### src/rtl/alarm_pkg.sv
// Shared types and constants for the alarm controller.
package alarm_pkg;

  localparam int unsigned TIME_W     = 6;
  localparam int unsigned MAX_MINSEC = 59;

  typedef enum logic [1:0] {
    IDLE    = 2'd0,
    ARMED   = 2'd1,
    RINGING = 2'd2,
    SNOOZE  = 2'd3
  } state_t;

  // Minute/second increment that wraps 59 -> 0.
  function automatic logic [TIME_W-1:0] inc_mod60(input logic [TIME_W-1:0] v);
    return (v == TIME_W'(MAX_MINSEC)) ? '0 : v + TIME_W'(1);
  endfunction

endpackage

### src/rtl/alarm_ctrl_tick_timer.sv
// Counts 1 Hz ticks since the last clear; done flags the tick that reaches the limit.
module tick_timer
  import alarm_pkg::*;
(
  input  logic              clock,
  input  logic              reset,
  input  logic              clear,
  input  logic              tick_1hz,
  input  logic [TIME_W-1:0] limit,
  output logic              done
);

  logic [TIME_W-1:0] count;

  always_ff @(posedge clock or negedge reset) begin
    if (!reset) begin
      count <= '0;
    end else if (clear) begin
      count <= '0;
    end else if (tick_1hz) begin
      count <= count + TIME_W'(1);
    end
  end

  // The limit-th tick is the one arriving while count still holds limit-1.
  assign done = tick_1hz && (count == limit - TIME_W'(1));

endmodule

### src/rtl/alarm_ctrl.sv
// Alarm controller: alarm-time registers, match edge detect and ring/snooze FSM.
// Define ALARM_SNOOZE_EN to enable the snooze input and SNOOZE state.
module alarm_ctrl
  import alarm_pkg::*;
#(
  parameter int unsigned RING_TIMEOUT_S = 30,
  parameter int unsigned SNOOZE_S       = 10,
  parameter int unsigned DEFAULT_MIN    = 0,
  parameter int unsigned DEFAULT_SEC    = 30
) (
  input  logic              clock,
  input  logic              reset,
  input  logic              tick_1hz,
  input  logic [TIME_W-1:0] cur_min,
  input  logic [TIME_W-1:0] cur_sec,
  input  logic              arm,
  input  logic              set_mode,
  input  logic              btn_min,
  input  logic              btn_sec,
  input  logic              stop,
  input  logic              snooze,
  output logic              play_sound,
  output logic [TIME_W-1:0] alm_min,
  output logic [TIME_W-1:0] alm_sec,
  output logic [1:0]        state
);

  state_t            state_q;
  state_t            state_n;
  logic              match;
  logic              match_q;
  logic              trigger;
  logic              counting;
  logic              timer_clear;
  logic              timer_done;
  logic [TIME_W-1:0] limit;

  assign match    = (cur_min == alm_min) && (cur_sec == alm_sec);
  assign trigger  = match && !match_q;
  assign counting = (state_q == RINGING) || (state_q == SNOOZE);
  assign limit    = (state_q == SNOOZE) ? TIME_W'(SNOOZE_S) : TIME_W'(RING_TIMEOUT_S);

  // Every state entry restarts the shared timer.
  assign timer_clear = (state_n != state_q);

  tick_timer u_timer (
    .clock    (clock),
    .reset    (reset),
    .clear    (timer_clear),
    .tick_1hz (tick_1hz && counting),
    .limit    (limit),
    .done     (timer_done)
  );

`ifndef ALARM_SNOOZE_EN
  logic unused_snooze;
  assign unused_snooze = snooze;
`endif

  always_ff @(posedge clock or negedge reset) begin
    if (!reset) begin
      state_q    <= IDLE;
      play_sound <= 1'b0;
      match_q    <= 1'b1;
    end else begin
      state_q    <= state_n;
      play_sound <= (state_n == RINGING);
      match_q    <= match;
    end
  end

  // Next state, highest priority first: arm, set_mode, stop, snooze, timer, trigger.
  always_comb begin
    state_n = state_q;
    if (!arm) begin
      state_n = IDLE;
    end else if (set_mode) begin
      state_n = ARMED;
    end else begin
      case (state_q)
        IDLE:    state_n = ARMED;
        ARMED:   if (trigger) state_n = RINGING;
        RINGING: begin
          if (stop) state_n = ARMED;
`ifdef ALARM_SNOOZE_EN
          else if (snooze) state_n = SNOOZE;
`endif
          else if (timer_done) state_n = ARMED;
        end
        SNOOZE: begin
          if (stop) state_n = ARMED;
          else if (timer_done) state_n = RINGING;
        end
        default: state_n = IDLE;
      endcase
    end
  end

  // Alarm time edit; independent of arm.
  always_ff @(posedge clock or negedge reset) begin
    if (!reset) begin
      alm_min <= TIME_W'(DEFAULT_MIN);
      alm_sec <= TIME_W'(DEFAULT_SEC);
    end else if (set_mode) begin
      if (btn_min) alm_min <= inc_mod60(alm_min);
      if (btn_sec) alm_sec <= inc_mod60(alm_sec);
    end
  end

  assign state = state_q;

endmodule

### config.mk
export PLATFORM = sky130hd
export DESIGN_NAME = alarm_ctrl
export DESIGN_NICKNAME = d
export VERILOG_FILES = /design/src/rtl/alarm_pkg.sv /design/src/rtl/alarm_ctrl_tick_timer.sv /design/src/rtl/alarm_ctrl.sv
export SDC_FILE = /design/constraint.sdc
export NUM_CORES = 1
export LEC_CHECK = 0
export ABC_CLOCK_PERIOD_IN_PS = 2500
export BUFFER_PORTS_ARGS = -buffer_cell sky130_fd_sc_hd__buf_2
export CORE_MARGIN = 2
export CORE_UTILIZATION = 45
export CTS_CLUSTER_DIAMETER = 150
export CTS_CLUSTER_SIZE = 28
export DETAILED_ROUTE_END_ITERATION = 10
export PLACE_DENSITY = 0.75
export SYNTH_ARGS = -nofsm -noshare
export SYNTH_HDL_FRONTEND = slang
export SYNTH_HIERARCHICAL = 1
export SYNTH_SLANG_ARGS = --single-unit
### constraint.sdc
create_clock -name clock -period 2.5 [get_ports clock]
set_input_delay 0.5 -clock clock [delete_from_list [all_inputs] [get_ports clock]]
set_output_delay 0.5 -clock clock [all_outputs]
set_load 0.005 [all_outputs]
==> flow_summary.ini, run 1 <==
[die]
rows = 20
dieWidth_um = 59.3
boundaryPins = 36
initial_core_util_pct = 46.1
core_sq_um = 2980
chipHeight_um = 59.3
dieArea_sq_um = 3510

[power_and_ir_drop]
pwr-share-comb_pct = 32.6
power.leakage_nw = 0.780
p_clk_share_pct = 16.1
power_density_nw_per_um2 = 722
ir_worst_vdd_mv = 0.491
p_seq_share_pct = 51.3
internal-power_w = 0.000768
swShare_pct = 37.1
switching_power_w = 0.000454

[placement]
dpl_cell_area_sq_um = 1620
dp_cells = 220
dp.final_hpwl_mm = 2.28
gp_congestion = 0.742
port_buffers = 34

[worst_setup_path]
required_ns = 2.72
worst_setup_path_end_kind = register
crit_slowest_cell = or4_1
worst-path-buf-inv = 1
slowest_delay_ns = 0.50
critical_path_arrival_ns = 2.54
startpoint_type = register
cp_top_family = simple AND/OR/NAND/NOR gates
path_class = register to register
cp_cell_sequence = nand2_2, xnor2_2, o2111ai_2, nor4_4, buf_4, or4_1, a21o_1, nor4b_2
ff2ff_setup_slack_ns = 0.18
cp_max_fo = 6

[final_layout]
drive_gt1_share_pct = 29.7
finalNonFillerCells = 225
final_common_cell = buf_2
stdcell_area_sq_um = 1690
fin_util_pct = 56.8
nNetsFinal = 218
area_growth_pct = 23.2
diodes = 0
layout_common_cells = buf_2 (34), xor2_1 (22), dfrtp_1 (16), nor2_1 (15)

[clocking]
cts-root-buf = clkbuf_4
cts.path.max_buffers = 2
clkSinkCount = 22
cts.clk_slew.worst_paths_ns = 0.12
cts_tree = built
clk_latency_ns = 0.30
ctsHtreeMaxLevel = 1
cts_buffers = 3
hold_buffers = 0

[min_path]
hp-class = input port to asynchronous set/reset pin

[timing]
final-max-slew-violation-count = 0
hold_viol = 0
setup_tns_ns = 0
rsz0062_at_grt = false
setup_viol = 0
max_freq_mhz = 431
period_needed_ns = 2.32
holdWs_ns = 0.137
fin_skew_ns = 0.00280
timing.final.crit_share_pct = 92.9

[global_route]
grt_overflow = 0
antenna_found_initial = 0
grt_pass1_wl_mm = 4.79
track_usage_pct = 17.8
grt_start_max_net_pins = 23
grt_pass1_vias = 1131

[drt]
drt_drc_violations_left = 0
postRouteWirelength_mm = 2.91
drtAntennaViolNets = 0
routed_wire_length_per_instance_um = 12.9
num_vias = 1160
viasPerCell = 5.16
drtIter0Drc = 30
dr.pass1.iters = 7

[synthesis]
synth_area_per_cell_sq_um = 9.47
synth_ff_type = dfrtp_1
yosys_warnings = 6
async_reset_ff_share_pct = 100
syn-cell-area_sq_um = 1370
ys_seq_elements = 22
seq_area_frac_synth_pct = 40.5
netlist_instances = 145
synth_edf_count = 0
synth_cell_types = 35

[status]
status = complete, no violations

[job]
cap_violations = 0
cell families (layout without fill, tap and decap cells):
kind of cell / Yosys count / count (layout) / synth area share [%]
flops: 22 / 22 / 40.5
simple gates: 55 / 55 / 21.5
other cells: 2 / 11 / 0.547
compound gates: 16 / 16 / 7.29
buf+inv: 9 / 47 / 2.46
fa+ha+maj: 4 / 4 / 3.64
mux: 3 / 3 / 2.37
xor+xnor: 34 / 34 / 21.7
through the flow:
stage               setup slack [ns]  power [W]
floorplan                      0.138   0.000844
global placement               0.256    0.00100
detailed placement             0.106    0.00103
CTS                           0.0832    0.00123
global route                  0.0484    0.00131
finish                         0.179    0.00122
registers in the layout (all words and copies together), names as in the netlist:
| register | cells |
|---|---|
| alm_min | 6 |
| alm_sec | 6 |
| match_q | 1 |
| play_sound | 1 |
| state | 2 |
| u_timer/count | 6 |
power groups by stage:
stage               registers (W)  clock network, W  logic, W
floorplan                0.000608                 0  0.000236
global placement         0.000619                 0  0.000383
detailed placement       0.000629                 0  0.000399
CTS                      0.000624          0.000200  0.000402
global route             0.000644          0.000211  0.000453
finish                   0.000626          0.000197  0.000398
cell type report:
cell class	count	area, sq um
tap	33	41.3
clock buffer	4	36.3
inverter	6	22.5
timing repair buffer	37	193
fill	272	1280
multi-input combinational	123	842
sequential	22	558
path summary, 6_finish.rpt:
check                                   end             start  cells after the start
hold / removal                     state[1]             reset                      1
setup reg to reg                 play_sound          state[0]                      8
hold reg to reg            u_timer/count[5]  u_timer/count[5]                      2
max in group asynchronous        alm_sec[1]             reset                      1
setup / recovery                 play_sound          state[0]                      8
min in group clock                 state[0]               arm                      2
cell usage after synthesis, types with 3 or more instances:
library cell | instances | share of area [%]
dfstp_2 | 5 | 9.6
o21ai_0 | 6 | 2.2
nand3_1 | 3 | 1.1
ha_1 | 4 | 3.6
nand2_1 | 10 | 2.7
nor4_1 | 3 | 1.4
clkbuf_1 | 3 | 0.82
nor3_1 | 3 | 1.1
inv_1 | 5 | 1.4
dfrtp_1 | 17 | 31
nand4_1 | 6 | 2.7
a21oi_1 | 4 | 1.5
xnor2_1 | 12 | 7.7
xor2_1 | 22 | 14
nor2_1 | 15 | 4.1
metal layers:
| layer | up-vias | share of wire, % | track usage, % |
|---|---|---|---|
| met5 | - | 0 | 0 |
| met4 | 0 | 0.58 | 7.14 |
| met3 | 2 | 4.7 | 3.06 |
| met2 | 32 | 53 | 31.9 |
| met1 | 546 | 42 | 20.8 |
| li1 | 580 | - | - |
timing repair:
item,4_1_cts,5_1_grt
setup buffers,0,1
setup endpoints to repair,0,7
gates resized for setup,0,5
(Power assumes the default switching activity.)
==> inputs of run 2 (changes only) <==
--- a/config.mk
+++ b/config.mk
@@ -7,12 +7,14 @@
 export LEC_CHECK = 0
 export ABC_CLOCK_PERIOD_IN_PS = 2500
 export BUFFER_PORTS_ARGS = -buffer_cell sky130_fd_sc_hd__buf_2
+export CELL_PAD_IN_SITES_DETAIL_PLACEMENT = 1
+export CELL_PAD_IN_SITES_GLOBAL_PLACEMENT = 1
 export CORE_MARGIN = 2
-export CORE_UTILIZATION = 45
+export CORE_UTILIZATION = 39
 export CTS_CLUSTER_DIAMETER = 150
 export CTS_CLUSTER_SIZE = 28
 export DETAILED_ROUTE_END_ITERATION = 10
-export PLACE_DENSITY = 0.75
+export PLACE_DENSITY = 0.84
 export SYNTH_ARGS = -nofsm -noshare
 export SYNTH_HDL_FRONTEND = slang
 export SYNTH_HIERARCHICAL = 1
==> run 2 against run 1 <==
  * Setup slack improved by 0.011 ns
  * First-iteration DRC count is 33% lower
  * Sequential power grew 0.8%
  * Final cell count increased by 6.2%
  * Clock skew grew 0.011 ns
  * Via count is 3.3% higher
  * Largest power group unchanged
==> flow_summary.ini, run 2 (same netlist as run 1, synthesis figures left out) <==
[final_layout]
area_growth_pct = 25.4
layout_common_cells = buf_2 (34), xor2_1 (22), dfrtp_1 (16), nor2_1 (15)
finalNonFillerCells = 239
drive_gt1_share_pct = 29.5
top_regs = alm_min: 6 flops, alm_sec: 6 flops, u_timer/count: 6 flops
diodes = 0
nNetsFinal = 219
final_common_cell = buf_2

[clocking]
clkSinkCount = 22
cts.clk_slew.worst_paths_ns = 0.13
cts_buffers = 3
ctsHtreeMaxLevel = 1
cts.path.max_buffers = 2
clk_latency_ns = 0.31
cts-root-buf = clkbuf_4
cts_tree = built
hold_buffers = 0

[worst_setup_path]
path_class = register to register
cp_cell_sequence = nand2_1, xnor2_2, o2111ai_1, nor4_2, buf_4, or4_1, a21o_1, nor4b_2
required_ns = 2.73
slowest_delay_ns = 0.50
worst_setup_path_end_kind = register
critical_path_arrival_ns = 2.54
startpoint_type = register
cp_max_fo = 6
crit_slowest_cell = or4_1

[power_and_ir_drop]
power.leakage_nw = 0.790
ir_worst_vdd_mv = 0.464
power_density_nw_per_um2 = 765

[global_route]
grt_pass1_wl_mm = 5.81
grt_pass1_vias = 1277
grt_overflow = 0
grt_start_max_net_pins = 23
track_usage_pct = 17.9
antenna_found_initial = 0

[timing]
hold_viol = 0
final-max-slew-violation-count = 0
tightest_slew_ns = 0.531
rsz0062_at_grt = false
fin_skew_ns = 0.0142
holdWs_ns = 0.125
setup_viol = 0
timing.final.crit_share_pct = 92.4
max_freq_mhz = 433
period_needed_ns = 2.31
relSlewSlack_pct = 64.3
setup_tns_ns = 0

[placement]
port_buffers = 34
dp_cells = 234
dp.final_hpwl_mm = 2.74
gp_congestion = 0.741

[min_path]
hp-class = input port to asynchronous set/reset pin

[die]
chipHeight_um = 63.4
boundaryPins = 36
rows = 21
core_sq_um = 3360
dieWidth_um = 63.4
dieArea_sq_um = 4010
initial_core_util_pct = 40.8

[drt]
wl_met1_mm = 1.42
drt_drc_violations_left = 0
drtAntennaViolNets = 0
num_vias = 1198
wl_met2_mm = 1.69
routed.top_layer = met4
routed_wire_length_per_instance_um = 13.9
viasPerCell = 5.01
postRouteWirelength_mm = 3.32
dr.pass1.iters = 4
drtIter0Drc = 20
dr_wl_met3_um = 157

[status]
status = complete, no violations

[job]
cap_violations = 0
## run 2: final cells by class
| type | count | area (sq um) |
|---|---|---|
| fillers | 429 | 1640 |
| multi-input cells | 123 | 832 |
| well taps | 46 | 57.6 |
| repair buffers | 38 | 200 |
| inverters | 6 | 22.5 |
| clock buffers | 3 | 22.5 |
| clock inverters | 1 | 30.0 |
| flip-flops and latches | 22 | 558 |
## run 2: worst paths after layout
path                                  from          to  slack, ns  cells after the start
worst max-delay path              state[0]  play_sound       0.19                      8
worst min-delay path                 reset  alm_min[0]       0.12                      1
worst max register to register    state[0]  play_sound       0.19                      8
worst min register to register  alm_sec[2]  alm_sec[4]       0.56                      2
max in group asynchronous            reset  alm_sec[3]       2.00                      1
min in group clock                     arm    state[0]       0.43                      2
## run 2: metal layers
layer	GRT usage (%)	vias to the layer above
li1	-	581
met1	22.8	578
met2	31.2	35
met3	2.14	4
met4	5.98	0
met5	0	-
## run 2: stage by stage
stage / util, % / setup slack (ns) / power [W] / area (sq um)
2_1_floorplan: - / 0.138 / 0.000844 / 1410
3_3_place_gp: 49.0 / 0.305 / 0.00102 / 1650
3_5_place_dp: 49.0 / 0.0585 / 0.00105 / 1650
4_1_cts: 50.5 / 0.00811 / 0.00133 / 1700
5_1_grt: 51.2 / 0.00823 / 0.00142 / 1720
6_report: 51.2 / 0.189 / 0.00132 / 1720
## run 2: power by group
group	switching (W)	internal, W	total (W)
combinational	0.000202	0.000214	0.000416
sequential	0.000162	0.000469	0.000631
clock	0.000109	0.000162	0.000271
total	0.000473	0.000845	0.00132
## run 2: timing repair
| action | 4_1_cts | 5_1_grt |
|---|---|---|
| buffers inserted | 0 | 1 |
| endpoints found under the setup margin | 0 | 6 |
| gates resized for setup | 0 | 3 |
## run 2: critical path, delay by kind of cell, from the launching register on
family | cells | cell delay, ns
simple gates | 4 | 1.01
buf+inv | 1 | 0.14
compound gates | 2 | 0.47
xor+xnor | 1 | 0.17
flops | 1 | 0.43
==> inputs of run 3 (changes only) <==
--- a/config.mk
+++ b/config.mk
@@ -14,8 +14,7 @@
 export CTS_CLUSTER_DIAMETER = 150
 export CTS_CLUSTER_SIZE = 28
 export DETAILED_ROUTE_END_ITERATION = 10
-export PLACE_DENSITY = 0.84
+export PLACE_DENSITY = 0.83
 export SYNTH_ARGS = -nofsm -noshare
 export SYNTH_HDL_FRONTEND = slang
-export SYNTH_HIERARCHICAL = 1
 export SYNTH_SLANG_ARGS = --single-unit
==> run 3 against run 2 <==
  * Register-to-register slack improved by 0.34 ns
  * Clock power decreased by 26%
  * Total power decreased by 3.5%
  * Combinational power increased by 4.8%
  * Non-clock buffer count decreased by 4
  * Largest power group unchanged
  * First-iteration DRC count increased by 45%
  * Clock-buffer cell count increased by 1
  * Largest cell class unchanged
  * Critical path type unchanged
  * Via count decreased by 6.8%
  * Critical path depth decreased by 3
  * Fmax increased by 17%
  * Critical endpoint is now u_timer.count[4]
  * Worst hold slack improved by 0.011 ns
  * Area after synthesis decreased by 1.1%
==> flow_summary.ini, run 3 <==
[status]
status = complete, no violations

[placement]
dp.final_hpwl_mm = 2.43
port_buffers = 34
preCtsSetupSlack_ns = 0.412
gp_congestion = 0.778
dpl_cell_area_sq_um = 1560

[clocking]
cts_setup_buffers = 0
cts.path.max_buffers = 2
cts_resized = 0
cts-root-buf = clkbuf_4
cts.clk_slew.worst_paths_ns = 0.14
clkSinkCount = 22
ctsHtreeMaxLevel = 1
cts_tree = built
clk_latency_ns = 0.31
cts_buffers = 3
hold_buffers = 0

[global_route]
grt_overflow = 0
track_usage_pct = 17.4
grt_pass1_wl_mm = 5.58
grt_start_max_net_pins = 23
grt_pass1_vias = 1209
antenna_found_initial = 0

[synthesis]
synth_commonest_cells = nor2_1 (23), xor2_1 (18), dfrtp_1 (17), nand2_1 (12), nand3_1 (6)
synth_ff_type = dfrtp_1
yosysTopAreaCellShare_pct = 31.3
yosys_warnings = 0
seq_area_frac_synth_pct = 41.0
yosysMostFrequentCell = nor2_1
synth_edf_count = 0
synthTopCellsByArea = dfrtp_1 (31%), xor2_1 (12%), dfstp_2 (9.7%)
synth_cell_types = 36
syn-cell-area_sq_um = 1360
async_reset_ff_share_pct = 100
synth_area_per_cell_sq_um = 9.78
post-synth-top-area-cell = dfrtp_1
synth_fp_nets = 164
ys_seq_elements = 22
netlist_instances = 139

[timing]
max_freq_mhz = 507
period_needed_ns = 1.97
finalWorstSetupSlack_ns = 0.526
setup_viol = 0
rsz0062_at_grt = false
relSlewSlack_pct = 65.8
setup_tns_ns = 0
hold_viol = 0
fin_skew_ns = 0.0146
final-max-slew-violation-count = 0
timing.final.crit_share_pct = 79.0
tightest_slew_ns = 0.513

[final_layout]
drive_gt1_share_pct = 30.2
area_growth_pct = 17.3
nNetsFinal = 198
final_common_cell = buf_2
layout_common_cells = buf_2 (34), nor2_1 (23), xor2_1 (18), dfrtp_1 (17), nand2_1 (12)
diodes = 0
stdcell_area_sq_um = 1590
top_regs = alm_min: 6 flops, alm_sec: 6 flops, u_timer.count: 6 flops
n_fill_cell = 407

[die]
boundaryPins = 36
dieWidth_um = 63.0
rows = 21
core_sq_um = 3340
dieArea_sq_um = 3970
initial_core_util_pct = 40.7
chipHeight_um = 63.0

[worst_setup_path]
startpoint_type = register
required_ns = 2.68
cp_max_fo = 6
worst_setup_path_end_kind = register
path_class = register to register
rr_startpoint = alm_sec[4]
reg2reg_depth = 5
ff2ff_setup_slack_ns = 0.53
timing.rr.end = u_timer.count[4]
critical_path_arrival_ns = 2.16

[power_and_ir_drop]
switching_power_w = 0.000499
p_seq_share_pct = 49.9
power_density_nw_per_um2 = 798
p_clk_share_pct = 15.8
ir_worst_vdd_mv = 0.205
power.leakage_nw = 0.705
internal-power_w = 0.000772
power_w = 0.00127
pwr-share-comb_pct = 34.3
swShare_pct = 39.2

[drt]
viasPerCell = 5.12
num_vias = 1117
drtIter0Drc = 29
drtAntennaViolNets = 0
postRouteWirelength_mm = 3.13
dr.pass1.iters = 4
drt_drc_violations_left = 0
routed_wire_length_per_instance_um = 14.4

[min_path]
hp-class = input port to asynchronous set/reset pin

[job]
cap_violations = 0
==> run 3: cell count changes in the layout (fill, tap and decap cells not counted), moves of 4 or more <==
cell,before,now
buf_4,4,0
conb_1,11,0
xnor2_1,11,5
o21ai_1,0,5
o21ai_0,6,1
xor2_1,22,18
nor2_1,15,23
==> run 3: area by class of cell <==
class / count / area [sq um] / area share (%)
clock buffer: 4 / 36.3 / 2.28
inverter: 3 / 11.3 / 0.706
multi-input combinational: 109 / 762 / 47.8
sequential: 22 / 557 / 34.9
tap: 46 / 57.6 / 3.61
timing repair buffer: 34 / 170 / 10.7
==> run 3: cell families (layout without fill, tap and decap cells) <==
family	count (synthesis)	after routing	share of synthesized area, %
and+or+nand+nor	62	62	24.0
adders and majority gates	4	4	3.68
xor gates and xnor gates	25	25	17.2
AOI/OAI and AO/OA	15	15	8.75
muxes	3	3	2.39
buffers and inverters	8	41	2.95
DFF	22	22	41.0
==> run 3: power groups by stage <==
stage / combinational (W) / clock, W / sequential, W
after global routing: 0.000495 / 0.000227 / 0.000656
after detailed placement: 0.000441 / 0 / 0.000644
after floorplan: 0.000317 / 0 / 0.000591
after CTS: 0.000447 / 0.000212 / 0.000636
after global placement: 0.000421 / 0 / 0.000633
final: 0.000436 / 0.000200 / 0.000634
==> run 3: how the worst max path moves through the flow <==
stage | end | depth (start not counted) | startpoint | slack [ns]
final | u_timer.count[4] | 5 | alm_sec[4] | 0.53
after global routing | u_timer.count[5] | 5 | alm_sec[4] | 0.36
after CTS | u_timer.count[4] | 5 | alm_sec[4] | 0.49
after detailed placement | u_timer.count[4] | 6 | cur_sec[4] | 0.41
after global placement | u_timer.count[1] | 6 | cur_sec[4] | 0.44
after floorplan | u_timer.count[1] | 6 | alm_sec[2] | 0.74
==> run 3: critical path: stages (launching register included) <==
cell	delay, ns
dfstp_2	0.60
xor2_1	0.09
nor4_2	0.39
a41oi_2	0.27
a221oi_4	0.42
nor2_1	0.10
==> run 3: metrics by stage <==
step	hold WS, ns	instances	util (%)
2_1_floorplan	0.204	139	-
3_3_place_gp	0.492	214	46.7
3_5_place_dp	0.502	214	46.7
4_1_cts	0.139	218	47.8
5_1_grt	0.152	218	47.8
6_report	0.135	218	47.8
==> run 3: layer usage <==
layer  vias up  track usage (%)  wire, um
li1        532                -         -
met1       558             21.5      1330
met2        23             30.6      1640
met3         4             3.42       130
met4         0             5.00        35
met5         -                0         0
